$ cat src/rtl/draw_pkg.sv
// Shared screen geometry, colour type and FSM state encoding for the drawing engine.
package draw_pkg;

  localparam int SCREEN_W = 160;
  localparam int SCREEN_H = 120;
  localparam int COORD_W  = 11;

  typedef logic [2:0] colour_t;

  localparam colour_t BLACK = 3'b000;
  localparam colour_t WHITE = 3'b111;

  typedef enum logic [1:0] {IDLE, DRAW, FINISH} state_t;

endpackage

$ cat src/rtl/raster_counter.sv
// Nested x/y raster walker: x runs inner across the row, y steps outer.
module raster_counter
  import draw_pkg::*;
(
  input  logic               clock,
  input  logic               load,
  input  logic               advance,
  input  logic [COORD_W-1:0] org_x,
  input  logic [COORD_W-1:0] org_y,
  input  logic [COORD_W-1:0] ext_w,
  input  logic [COORD_W-1:0] ext_h,
  output logic [COORD_W-1:0] cx,
  output logic [COORD_W-1:0] cy,
  output logic               last
);

  localparam logic [COORD_W-1:0] ONE = COORD_W'(1);

  logic [COORD_W-1:0] x_first;
  logic [COORD_W-1:0] x_last;
  logic [COORD_W-1:0] y_last;
  logic               row_end;

  assign row_end = (cx == x_last);
  assign last    = row_end && (cy == y_last);

  // Pure datapath: the owning FSM decides when these values mean anything.
  always_ff @(posedge clock) begin
    if (load) begin
      cx      <= org_x;
      cy      <= org_y;
      x_first <= org_x;
      x_last  <= org_x + ext_w - ONE;
      y_last  <= org_y + ext_h - ONE;
    end else if (advance && !last) begin
      if (row_end) begin
        cx <= x_first;
        cy <= cy + ONE;
      end else begin
        cx <= cx + ONE;
      end
    end
  end

endmodule

$ cat src/rtl/rect_plotter.sv
// Rectangle-fill engine: clips a request to the screen and streams one pixel
// write per clock to the VGA adapter, with a full-screen clear mode.
module rect_plotter
  import draw_pkg::*;
(
  input  logic               clock,
  input  logic               resetn,
  input  logic               start,
  input  logic               clear,
  input  logic [COORD_W-1:0] x0,
  input  logic [COORD_W-1:0] y0,
  input  logic [COORD_W-1:0] width,
  input  logic [COORD_W-1:0] height,
  input  colour_t            colour_in,
  output logic               busy,
  output logic               done,
  output logic [COORD_W-1:0] x,
  output logic [COORD_W-1:0] y,
  output colour_t            colour,
  output logic               plot
);

  localparam logic [COORD_W-1:0] SW = COORD_W'(SCREEN_W);
  localparam logic [COORD_W-1:0] SH = COORD_W'(SCREEN_H);

  state_t             state, state_nx;
  logic               busy_nx, done_nx, plot_nx;
  logic               accept, empty, last;
  logic [COORD_W-1:0] room_w, room_h;
  logic [COORD_W-1:0] eff_w, eff_h, org_x, org_y;
  logic [COORD_W-1:0] cx, cy;
  colour_t            col_q;

  // Clip against SCREEN-origin rather than origin+extent so large extents cannot wrap.
  always_comb begin
    room_w = SW - x0;
    room_h = SH - y0;
    eff_w  = (x0 >= SW) ? '0 : ((width  < room_w) ? width  : room_w);
    eff_h  = (y0 >= SH) ? '0 : ((height < room_h) ? height : room_h);
    org_x  = x0;
    org_y  = y0;
    if (clear) begin
      org_x = '0;
      org_y = '0;
      eff_w = SW;
      eff_h = SH;
    end
  end

  // A start coinciding with the done pulse is deliberately dropped.
  assign accept = (state == IDLE) && start && !done;
  assign empty  = (eff_w == '0) || (eff_h == '0);

  always_comb begin
    state_nx = state;
    busy_nx  = 1'b0;
    done_nx  = 1'b0;
    plot_nx  = 1'b0;
    case (state)
      IDLE: begin
        if (accept) state_nx = empty ? FINISH : DRAW;
      end
      DRAW: begin
        busy_nx = 1'b1;
        plot_nx = 1'b1;
        if (last) state_nx = FINISH;
      end
      FINISH: begin
        done_nx  = 1'b1;
        state_nx = IDLE;
      end
      default: state_nx = IDLE;
    endcase
  end

  always_ff @(posedge clock or negedge resetn) begin
    if (!resetn) begin
      state  <= IDLE;
      busy   <= 1'b0;
      done   <= 1'b0;
      plot   <= 1'b0;
      x      <= '0;
      y      <= '0;
      colour <= BLACK;
    end else begin
      state <= state_nx;
      busy  <= busy_nx;
      done  <= done_nx;
      plot  <= plot_nx;
      if (state == DRAW) begin
        x      <= cx;
        y      <= cy;
        colour <= col_q;
      end
    end
  end

  always_ff @(posedge clock) begin
    if (accept) col_q <= colour_in;
  end

  raster_counter u_raster (
    .clock   (clock),
    .load    (accept),
    .advance (state == DRAW),
    .org_x   (org_x),
    .org_y   (org_y),
    .ext_w   (eff_w),
    .ext_h   (eff_h),
    .cx      (cx),
    .cy      (cy),
    .last    (last)
  );

endmodule

$ cat config.mk
export PLATFORM = sky130hd
export DESIGN_NAME = rect_plotter
export DESIGN_NICKNAME = d
export VERILOG_FILES = /design/src/rtl/draw_pkg.sv /design/src/rtl/raster_counter.sv /design/src/rtl/rect_plotter.sv
export SDC_FILE = /design/constraint.sdc
export NUM_CORES = 1
export LEC_CHECK = 0
export CAP_MARGIN = 20
export CORE_MARGIN = 2
export CORE_UTILIZATION = 30
export DETAILED_ROUTE_END_ITERATION = 10
export DONT_BUFFER_PORTS = 1
export PLACE_DENSITY_LB_ADDON = 0.05
export RECOVER_POWER = 50
export SLEW_MARGIN = 20
export SYNTH_ARGS = -nofsm -noshare
export SYNTH_HDL_FRONTEND = slang
export SYNTH_SLANG_ARGS = --single-unit
$ cat constraint.sdc
create_clock -name clock -period 8.5 [get_ports clock]
set_clock_uncertainty 0.2 [all_clocks]
set_input_delay 1.275 -clock clock [delete_from_list [all_inputs] [get_ports clock]]
set_output_delay 1.275 -clock clock [all_outputs]
set_load 0.03 [all_outputs]
==> run_results.csv <==
group,metric,value,unit
timing,finalCriticalPeriod,6.49,ns
synth,avgSynthCellArea,8.91,sq um
critical_path,arrival,6.39,ns
critical_path,crit_path_end_kind,"flip-flop",
clocking,htreeDepth,3,
grt,grt_pass1_wl,26400,um
clocking,ctsHoldBuffers,0,
layout,areaGrowthSynthToFinish,8.86,%
outcome,status,"complete, no violations",
grt,grt_overflow,0,
worst_hold_path,min_from,"col_q[2]",
placement,dp_hpwl,13100,um
drt,ant_nets,0,
floorplanning,core,0.0212,sq mm
critical_path,crit_start,"x0[0]",
layout,n_fill_cell,2224,
grt,grt_max_degree,60,
layout,layout_commonest_cell,"nand2_1",
synth,syn-cell-area,0.00651,sq mm
power,power.density,271,mW/mm^2
floorplanning,ios,79,
grt,grt_pass1_vias,4775,
synth,async_flop_share,0.333,
critical_path,critical_path_class,"input port to flip-flop",
synth,seq_area_frac_synth,0.379,
layout,n_antenna_cell,0,
critical_path,r2r-start,"state[1]",
timing,final_max_slew_viol_count,0,
synth,synth_ff_type,"edfxtp_1",
power,p_leak,3.03,nW
clocking,cts_buffer_depth,2,
clocking,cts_sinks,87,
critical_path,cp_top_family,"compound AO/OA/AOI/OAI gates",
drt,drc,0,
layout,layout_common_cells,"nand2_1 (146), inv_1 (66), ha_1 (62), edfxtp_1 (58), o21ai_0 (48)",
clocking,post_cts_buffers,0,
grt,grtUsageTotal,0.150,
drt,dr.pass1.iters,4,
critical_path,rrSetupSlack,4.77,ns
floorplanning,rows,53,
layout,nets,836,
critical_path,crit_top_cell,"ha_1",
critical_path,start_kind,"input port",
synth,ys_warn_count,0,
floorplanning,die_h,151,um
floorplanning,initial_core_util,0.308,
synth,ys_types,67,
critical_path,r2r_cells,4,
timing,relSlewSlack,0.195,
critical_path,cp-endpoint,"u_raster.x_last[10]",
floorplanning,die_area,0.0229,sq mm
clocking,cts_buffers,9,
critical_path,crit_chain,"inv_1 > ha_1 > nor3b_1 > xor2_1 > ha_1 > a21oi_1 > o21ai_1 > a221oi_4 > mux2_2 > nor2b_2 > inv_1 > ha_1 > inv_1 > ha_1 > a21o_1 > a21oi_1 > nor2b_1 > o21a_1 > o41ai_1 > o21ai_0 > xnor2_1",
clocking,clk-insertion-delay-late,0.34,ns
layout,final_cells,1001,
critical_path,critPathBufInv,3,
critical_path,path_max_fanout,26,
critical_path,slowest_stage,"a221oi_4",
floorplanning,fp.dieW,151,um
clocking,clkSlewWorstSetupHoldPaths,0.07,ns
placement,portBuffers,0,
timing,holdWs,0.238,ns
layout,drive_gt1_frac,0.0523,
timing,grt_setup_unrepaired,"no",
placement,routabilityCongestion,0.836,
timing,finalCritPeriodShare,0.763,
synth,synthCells,731,
critical_path,reg2reg_to,"u_raster.cx[9]",
grt,antenna_found_initial,0,
drt,routed_wl,16400,um
clocking,post_cts_resized,0,
drt,drt_iter0_drc,210,
timing,setup_viol,0,
timing,final_hold_viol_count,0,
drt,via_count,4814,
placement,pre_cts_slack,1.69,ns
critical_path,crit_cells,21,
synth,synth-edff-count,58,
placement,place_inst,985,
worst_hold_path,worstHoldPathType,"flip-flop to flip-flop",
critical_path,required,8.40,ns
synth,ys_ff_latch,87,
drt,drt-wirelength-per-cell,16.4,um
clocking,cts-root-buf,"clkbuf_16",
clocking,cts_tree,"built",
timing,fin_ws,2.01,ns
critical_path,slowest_delay,0.81,ns
timing,worst_pin_slew,1.21,ns
synth,syn_nets,846,
drt,via_per_inst,4.81,
timing,fmax,0.154,GHz
timing,fin_tns_setup,0,ns
job,cap_violations,0,
power,ir_drop,112,uV
-- how the worst min path moves through the flow --
stage,end,depth (start not counted)
after floorplan,colour[0],2
after CTS,colour[2],2
after detailed placement,colour[0],2
final,colour[2],2
after global placement,colour[2],2
after global routing,colour[2],2
-- cells in the mapped netlist, drive strengths merged (7+ instances only) --
| library cell | count | area [sq um] |
|---|---|---|
| nor2b | 13 | 83.8 |
| xnor2 | 40 | 365 |
| xor2 | 35 | 307 |
| nand4 | 10 | 62.6 |
| nor2 | 33 | 126 |
| edfxtp | 58 | 1740 |
| nand3 | 11 | 55.1 |
| o21ai | 57 | 289 |
| nand2 | 147 | 554 |
| a21oi | 34 | 170 |
| nor3 | 11 | 60.1 |
| dfrtp | 29 | 726 |
| inv | 67 | 251 |
| nand2b | 23 | 144 |
| buf | 9 | 56.3 |
| clkbuf | 15 | 56.3 |
| ha | 62 | 776 |
| nor4 | 7 | 65.1 |
-- worst register-to-register path: cells and delay by family, from the launching register on --
| kind | cells | cell delay, ns |
|---|---|---|
| buffers and inverters | 1 | 1.02 |
| and+or+nand+nor | 3 | 1.72 |
| DFF | 1 | 0.40 |
-- power breakdown --
group | switching [mW] | internal (mW)
logic | 0.338 | 0.227
registers | 0.269 | 0.660
clock network | 0.168 | 0.258
-- layout make-up --
| cell class | instances | area, sq um | area share |
|---|---|---|---|
| Clock buffer | 9 | 225 | 0.0318 |
| Clock inverter | 7 | 97.6 | 0.0138 |
| Inverter | 68 | 255 | 0.0360 |
| Multi-Input combinational cell | 552 | 3680 | 0.519 |
| Sequential cell | 87 | 2470 | 0.348 |
| Tap cell | 275 | 344 | 0.0485 |
| Timing Repair Buffer | 3 | 22.5 | 0.00318 |
-- cells by family (layout without fill, tap and decap cells) --
kind of cell | count (synthesis) | count (layout) | share of synthesized area
AOI/OAI and AO/OA | 129 | 129 | 0.122
xor gates and xnor gates | 75 | 75 | 0.103
adders and majority gates | 64 | 64 | 0.125
buffers and inverters | 92 | 87 | 0.0565
DFF | 87 | 87 | 0.379
muxes | 7 | 7 | 0.0110
and+or+nand+nor | 277 | 277 | 0.203
-- through the flow --
step / power (mW) / utilization / area, sq um
after detailed placement: 1.52 / 0.320 / 6770
after CTS: 1.96 / 0.335 / 7090
after global routing: 2.08 / 0.335 / 7090
after floorplan: 1.35 / - / 6510
after global placement: 1.51 / 0.320 / 6770
final: 1.92 / 0.335 / 7090
-- routing by layer --
layer | vias to the layer above | track usage | part of all wire
li1 | 2467 | - | -
met1 | 2224 | 0.219 | 0.51
met2 | 106 | 0.214 | 0.41
met3 | 17 | 0.0367 | 0.062
met4 | 0 | 0.0495 | 0.017
met5 | - | 0 | 0
-- flip-flops by register name (all words and copies together) (netlist names) --
name and count:
y 11, u_raster.x_first 11, done 1, colour 3, u_raster.y_last 11, state 2
u_raster.x_last 11, col_q 3, x 11, u_raster.cy 11, u_raster.cx 11, plot 1
Note: power is estimated with default switching activity, not from simulation.
